--- src/rtl/id_ex_stage.sv ---
// ID/EX pipeline register with load-use hazard detection, branch flush and a saturating bubble counter.
// Latency: one cycle from ID to EX when there is no flush, stall or load-use hazard.
// Backpressure: ex_stall freezes EX and raises id_hold; a load-use hazard raises id_hold and inserts one bubble.
//
// Ports:
//   clk, rst               clock (posedge) and asynchronous active-high reset
//   id_*                   decoded instruction, RF read data, immediate and control from ID
//   ex_flush               taken branch/jump resolved in EX; kills the ID instruction
//   ex_stall               downstream cannot accept; EX contents hold
//   ex_*                   registered instruction presented to EX
//   id_hold                combinational freeze request for the PC and IF/ID
//   bubble_cnt             saturating count of load-use bubbles inserted
module id_ex_stage #(
    parameter int DW   = 32,
    parameter int AW   = 5,
    parameter int CW   = 16,
    parameter int CNTW = 16
) (
    input  logic            clk,
    input  logic            rst,
    input  logic            id_valid,
    input  logic [DW-1:0]   id_pc,
    input  logic [AW-1:0]   id_rs1,
    input  logic [AW-1:0]   id_rs2,
    input  logic            id_use_rs1,
    input  logic            id_use_rs2,
    input  logic [AW-1:0]   id_rd,
    input  logic [DW-1:0]   id_rd1,
    input  logic [DW-1:0]   id_rd2,
    input  logic [DW-1:0]   id_imm,
    input  logic [CW-1:0]   id_ctrl,
    input  logic            id_mem_read,
    input  logic            id_rf_wr,
    input  logic            ex_flush,
    input  logic            ex_stall,
    output logic            ex_valid,
    output logic [DW-1:0]   ex_pc,
    output logic [DW-1:0]   ex_op1,
    output logic [DW-1:0]   ex_op2,
    output logic [DW-1:0]   ex_imm,
    output logic [AW-1:0]   ex_rs1,
    output logic [AW-1:0]   ex_rs2,
    output logic [AW-1:0]   ex_rd,
    output logic [CW-1:0]   ex_ctrl,
    output logic            ex_mem_read,
    output logic            ex_rf_wr,
    output logic            id_hold,
    output logic [CNTW-1:0] bubble_cnt
);

    logic rs1Hit;
    logic rs2Hit;
    logic loadUse;
    logic doBubble;

    // The load in EX produces its data only after MEM, so a consumer in ID
    // must wait one cycle; MEM/WB forwarding covers it after that. x0 is
    // hardwired so a load targeting it never creates a dependency.
    assign rs1Hit  = id_use_rs1 & (id_rs1 == ex_rd);
    assign rs2Hit  = id_use_rs2 & (id_rs2 == ex_rd);
    assign loadUse = ex_valid & ex_mem_read & (ex_rd != '0) & id_valid & (rs1Hit | rs2Hit);

    // A flush kills the ID instruction anyway, so a hazard on it needs no hold.
    assign id_hold  = ex_stall | (loadUse & ~ex_flush);
    assign doBubble = ~ex_flush & ~ex_stall & loadUse;

    always_ff @(posedge clk or posedge rst) begin
        if (rst) begin
            ex_valid    <= 1'b0;
            ex_mem_read <= 1'b0;
            ex_rf_wr    <= 1'b0;
            ex_pc       <= '0;
            ex_op1      <= '0;
            ex_op2      <= '0;
            ex_imm      <= '0;
            ex_rs1      <= '0;
            ex_rs2      <= '0;
            ex_rd       <= '0;
            ex_ctrl     <= '0;
        end else if (ex_flush) begin
            // Flush wins over stall: the EX slot becomes an empty bubble.
            ex_valid    <= 1'b0;
            ex_mem_read <= 1'b0;
            ex_rf_wr    <= 1'b0;
            ex_pc       <= '0;
            ex_op1      <= '0;
            ex_op2      <= '0;
            ex_imm      <= '0;
            ex_rs1      <= '0;
            ex_rs2      <= '0;
            ex_rd       <= '0;
            ex_ctrl     <= '0;
        end else if (ex_stall) begin
            ex_valid    <= ex_valid;
        end else if (loadUse) begin
            // Bubble: only the qualifiers are cleared, payload is don't-care.
            ex_valid    <= 1'b0;
            ex_mem_read <= 1'b0;
            ex_rf_wr    <= 1'b0;
        end else begin
            ex_valid    <= id_valid;
            ex_mem_read <= id_mem_read & id_valid;
            ex_rf_wr    <= id_rf_wr & id_valid;
            ex_pc       <= id_pc;
            ex_op1      <= id_rd1;
            ex_op2      <= id_rd2;
            ex_imm      <= id_imm;
            ex_rs1      <= id_rs1;
            ex_rs2      <= id_rs2;
            ex_rd       <= id_rd;
            ex_ctrl     <= id_ctrl;
        end
    end

    always_ff @(posedge clk or posedge rst) begin
        if (rst) begin
            bubble_cnt <= '0;
        end else if (doBubble && (bubble_cnt != '1)) begin
            bubble_cnt <= bubble_cnt + {{(CNTW-1){1'b0}}, 1'b1};
        end
    end

endmodule
--- config.mk ---
export PLATFORM = sky130hd
export DESIGN_NAME = id_ex_stage
export DESIGN_NICKNAME = d
export VERILOG_FILES = /design/src/rtl/id_ex_stage.sv
export SDC_FILE = /design/constraint.sdc
export NUM_CORES = 1
export LEC_CHECK = 0
export ABC_AREA = 1
export CAP_MARGIN = 25
export CORE_ASPECT_RATIO = 0.75
export CORE_MARGIN = 10
export CORE_UTILIZATION = 46
export DETAILED_ROUTE_END_ITERATION = 16
export PLACE_DENSITY = 0.94
export SYNTH_ARGS = -nofsm -noshare
export SYNTH_HDL_FRONTEND = slang
export SYNTH_SLANG_ARGS = --single-unit
--- constraint.sdc ---
create_clock -name clk -period 15.48 [get_ports clk]
set_clock_uncertainty 0.2 [all_clocks]
set_input_delay 3.87 -clock clk [delete_from_list [all_inputs] [get_ports clk]]
set_output_delay 3.87 -clock clk [all_outputs]
set_load 0.01 [all_outputs]
Yosys cells after proc, flatten, opt, wreduce, memory -nomap -nowiden:

Cells that the tools add are included.
Widths: inputs -> output; s select.

* register bits: 178
* input bits: 168
* output and inout port bits: 179
* word-level logic and storage cells: 69

* $add $sub $neg: 1
* equal/unequal tests: 5
* multiplexer cells: 33
* bitwise gates (word level): 15
* reduce and logical (&&, ||, !) cells: 3

Operator list (count)
* $mux 32: 12
* $mux 16: 3
* $mux 5: 9
* $add 16x1->16 const B: 1
* $ne 16x16->1 const B: 1
* $and 1x1->1: 11
* $eq 5x5->1: 2
* $mux 1: 9
* $reduce_bool 5->1: 1
* $ne 2x2->1 const B: 2
* $not 1->1: 2
* $or 1x1->1: 2
* $reduce_and 2->1: 1
* $logic_and 1x1->1: 1

Longest topological paths before layout:

* depth after elaboration: 7
* depth in mapped cells: 12
* depth with buffers taken out: 10

Least setup slack after synthesis:

OpenSTA, ideal clock, no wires.

* path kind: input port to output port
* start point: in ex_stall
* end point: out id_hold
* arrival: 4.594 ns
* required time: 11.410 ns
* setup slack: 6.816 ns
* cell stages on the path: 4
* path buffers: 2
* path through: inv_1 > clkbuf_1 > clkbuf_1 > nand2_1

* word-level cells in the longest chain between the ends: 1

RTL lines
* start: declaration: RTL line 35 `input logic ex_stall,`
* $or 1x1->1: RTL line 64 `assign id_hold = ex_stall | (loadUse & ~ex_flush);`
* end: declaration: RTL line 47 `output logic id_hold,`

No other way between the ends.

Worst setup path in the final report:

* start point: in ex_flush
* end point: out id_hold

* word-level cells in the longest chain between the ends: 3

RTL lines
* start: declaration: RTL line 34 `input logic ex_flush,`
* $not 1->1: RTL line 64
* $and 1x1->1: RTL line 64
* $or 1x1->1: RTL line 64

No other way between the ends.

==> metrics.yaml <==
status:
  run_status: "finished, final reports clean"
global_routing:
  first_global_vias: 7959
  grt_antenna_before_repair: 0
  grt_use_total_pct: 24.73
  grt-ovfl-total: 0
  grt_max_degree: 88
  global_route_wire_length_before_repair_mm: 44.43
critical_path:
  setup.worst_path.end: "id_hold"
  required_ns: 11.41
  cp_common_cell: "sky130_fd_sc_hd__clkdlybuf4s50_1"
  criticalPathCategory: "in -> out"
  regToRegEndpoint: "ex_imm[29]$_DFFE_PP0P_"
  ff2ff_setup_slack_ns: 12.29
  crit_chain: "clkdlybuf4s50_1 > inv_4 > nand3_2 > nand2_1 > clkdlybuf4s50_1"
  crit_path_launch_type: "input port"
  slowest_stage: "sky130_fd_sc_hd__inv_4"
  ff2ff_path_depth: 11
  critical_path.endpoint_type: "primary output"
  arrival_ns: 6.00
  crit_path_start: "ex_flush"
  critPathMaxFanout: 84
  critPathMaxStageDelay_ns: 0.69
  worstReg2RegStart: "ex_rd[0]$_DFFE_PP0P_"
die:
  initial_utilization_pct: 46.71
  dieArea_um2: 22710
  pin_count: 347
  die_w_um: 170.7
  dieHeight_um: 133.0
  core_um2: 16770
  number_of_placement_rows: 41
drt:
  dr.pass1.iters: 5
  number_of_remaining_drc_errors: 0
  detail_route.vias_per_cell: 5.491
  drt_iter0_drc: 1086
  via_count: 7890
  route.detailed.wl_per_inst_um: 19.98
  number_of_routed_nets_with_antenna_violations: 0
  totalWireLength_mm: 28.71
place:
  dpl-instance-area_um2: 11250
  place_congestion: 0.8852
  dpl.hpwl_mm: 20.55
  placed_cells: 1405
  place_worst_setup_slack_ns: 5.407
  numPortBuffers: 346
cells_and_area:
  postLayoutCellArea_um2: 11820
  layout_common_cells: "419 x sky130_fd_sc_hd__nand2_1, 346 x sky130_fd_sc_hd__clkdlybuf4s50_1, 178 x sky130_fd_sc_hd__dfrtp_1"
  antenna-diode-count: 0
  final-instance-count-excl-fill: 1437
  area.growth.synth_to_final_pct: 50.83
  drive_gt1_share_pct: 4.173
  num-nets-final: 1378
  commonest_non_fill_non_tap_cell_in_the_layout: "sky130_fd_sc_hd__nand2_1"
clock_tree:
  htreeDepth: 4
  worstSkewPairLatency_ns: 0.42
  clockRootBuffer: "sky130_fd_sc_hd__clkbuf_16"
  cts_buffers: 17
  cts_hold_buffers: 0
  cts.path.max_buffers: 2
  ctsResizeCount: 0
  clk_pin_slew_worst_paths_ns: 0.07
  tritoncts_num_sinks: 178
  post-cts-setup-buffers: 0
  cts_tree: "yes"
timing:
  timing.max_slew.rel_slack_pct: 37.75
  final_critical_path_setup_slack_ns: 5.406
  finalHoldViolations: 0
  setup_viol_count_final: 0
  unrepaired_setup_endpoints_after_global_routing: "no"
  period_needed_ns: 10.07
  worstMarginPinSlew_ns: 0.9338
  final.period_utilization_pct: 65.07
  maxSlewViolCount: 0
  max_freq_mhz: 99.27
  tns_ns: 0
logic_synthesis:
  netlist_instances: 908
  post_synth_num_cell_types: 20
  synth_largest_area_cell: "sky130_fd_sc_hd__dfrtp_1"
  synth_nets: 1077
  synth_area_um2: 7835
  ys_ff_latch: 178
  synth_area_leaders: "sky130_fd_sc_hd__dfrtp_1 57%, sky130_fd_sc_hd__nand2_1 20%, sky130_fd_sc_hd__nand4_1 13%"
  synth-seq-area-share_pct: 56.85
  postSynthAreaPerCell_um2: 8.629
  yosysTopAreaCellShare_pct: 56.85
  synth.yosys.warnings: 0
min_path:
  min-delay-path-class: "reg -> reg"
  holdPathStages: 2
flow_run:
  cap_violations: 0
power_and_ir_drop:
  p_total_mw: 1.119
  power-per-cell-area_nw_per_um2: 94.66
  power_leakage_nw: 5.766
  ir_worst_vdd_mv: 0.07606
==> kinds of logic after synthesis <==
family | after synthesis | share of synthesized area (%)
buffers and inverters | 96 | 6.132
AND/OR/NAND/NOR | 617 | 35.21
flip-flops | 178 | 56.85
adder cells (fa/ha/maj) | 1 | 0.1597
XOR/XNOR | 13 | 1.453
AO/OA/AOI/OAI | 3 | 0.1916
==> cell usage after synthesis <==
cell and count:
sky130_fd_sc_hd__nand2_1 419, sky130_fd_sc_hd__dfrtp_1 178, sky130_fd_sc_hd__nand4_1 166, sky130_fd_sc_hd__clkbuf_1 25, sky130_fd_sc_hd__inv_1 20, sky130_fd_sc_hd__nor2_1 18, sky130_fd_sc_hd__buf_1 16, sky130_fd_sc_hd__buf_2 15
sky130_fd_sc_hd__buf_6 12, sky130_fd_sc_hd__xor2_1 9, sky130_fd_sc_hd__inv_2 5, sky130_fd_sc_hd__nand3_1 5, sky130_fd_sc_hd__nor3_1 4, sky130_fd_sc_hd__xnor2_1 4, sky130_fd_sc_hd__buf_4 3, sky130_fd_sc_hd__nand2_2 3
sky130_fd_sc_hd__o21ai_0 3, sky130_fd_sc_hd__ha_1 1, sky130_fd_sc_hd__nand3_2 1, sky130_fd_sc_hd__nor2_2 1
==> registers in the layout, summed over array words and instances, names as in the netlist <==
register / cells
ex_mem_read: 1
ex_valid: 1
ex_rf_wr: 1
ex_rd: 5
ex_ctrl: 16
bubble_cnt: 16
ex_imm: 32
ex_rs2: 5
ex_rs1: 5
ex_op2: 32
ex_pc: 32
ex_op1: 32
==> routing by layer <==
metal,GRT usage [%],vias up,wire [um]
li1,-,3617,-
met1,27.86,3824,10610
met2,41.16,389,14020
met3,9.747,60,3103
met4,9.674,0,969
met5,0,-,0
==> per-stage QoR <==
stage / util (%) / hold WS [ns]
finish: 70.45 / 0.2714
floorplan: - / 0.3057
global route: 70.45 / 0.2893
global placement: 67.08 / 0.2523
CTS: 70.45 / 0.2740
detailed placement: 67.08 / 0.2572
==> worst max-delay path, delay by kind of cell <==
kind,cells,cell delay (ns)
buffers and inverters,3,1.73
and+or+nand+nor,2,0.40
==> worst min path at each step <==
stage | from | end | slack, ns
final | ex_ctrl[11]$_DFFE_PP0P_ | ex_ctrl[11]$_DFFE_PP0P_ | 0.27
after global routing | ex_rs1[3]$_DFFE_PP0P_ | ex_rs1[3]$_DFFE_PP0P_ | 0.29
after CTS | ex_op1[14]$_DFFE_PP0P_ | ex_op1[14]$_DFFE_PP0P_ | 0.27
after detailed placement | ex_op1[14]$_DFFE_PP0P_ | ex_op1[14]$_DFFE_PP0P_ | 0.26
after global placement | ex_op1[10]$_DFFE_PP0P_ | ex_op1[10]$_DFFE_PP0P_ | 0.25
after floorplan | ex_ctrl[13]$_DFFE_PP0P_ | ex_ctrl[13]$_DFFE_PP0P_ | 0.31
==> layout make-up <==
type	count	area, um2
clock buffers	17	425.4
clock inverters	15	140.1
fillers	1170	4957
inverters	25	102.6
multi-input cells	634	2910
flip-flops and latches	178	4454
well taps	215	269.0
repair buffers	353	3516
==> power breakdown <==
part | switching [mW] | internal, mW
clock network | 0.202 | 0.214
logic | 0.0893 | 0.103
registers | 0.0177 | 0.493
Power figures use the tool's default switching activity.
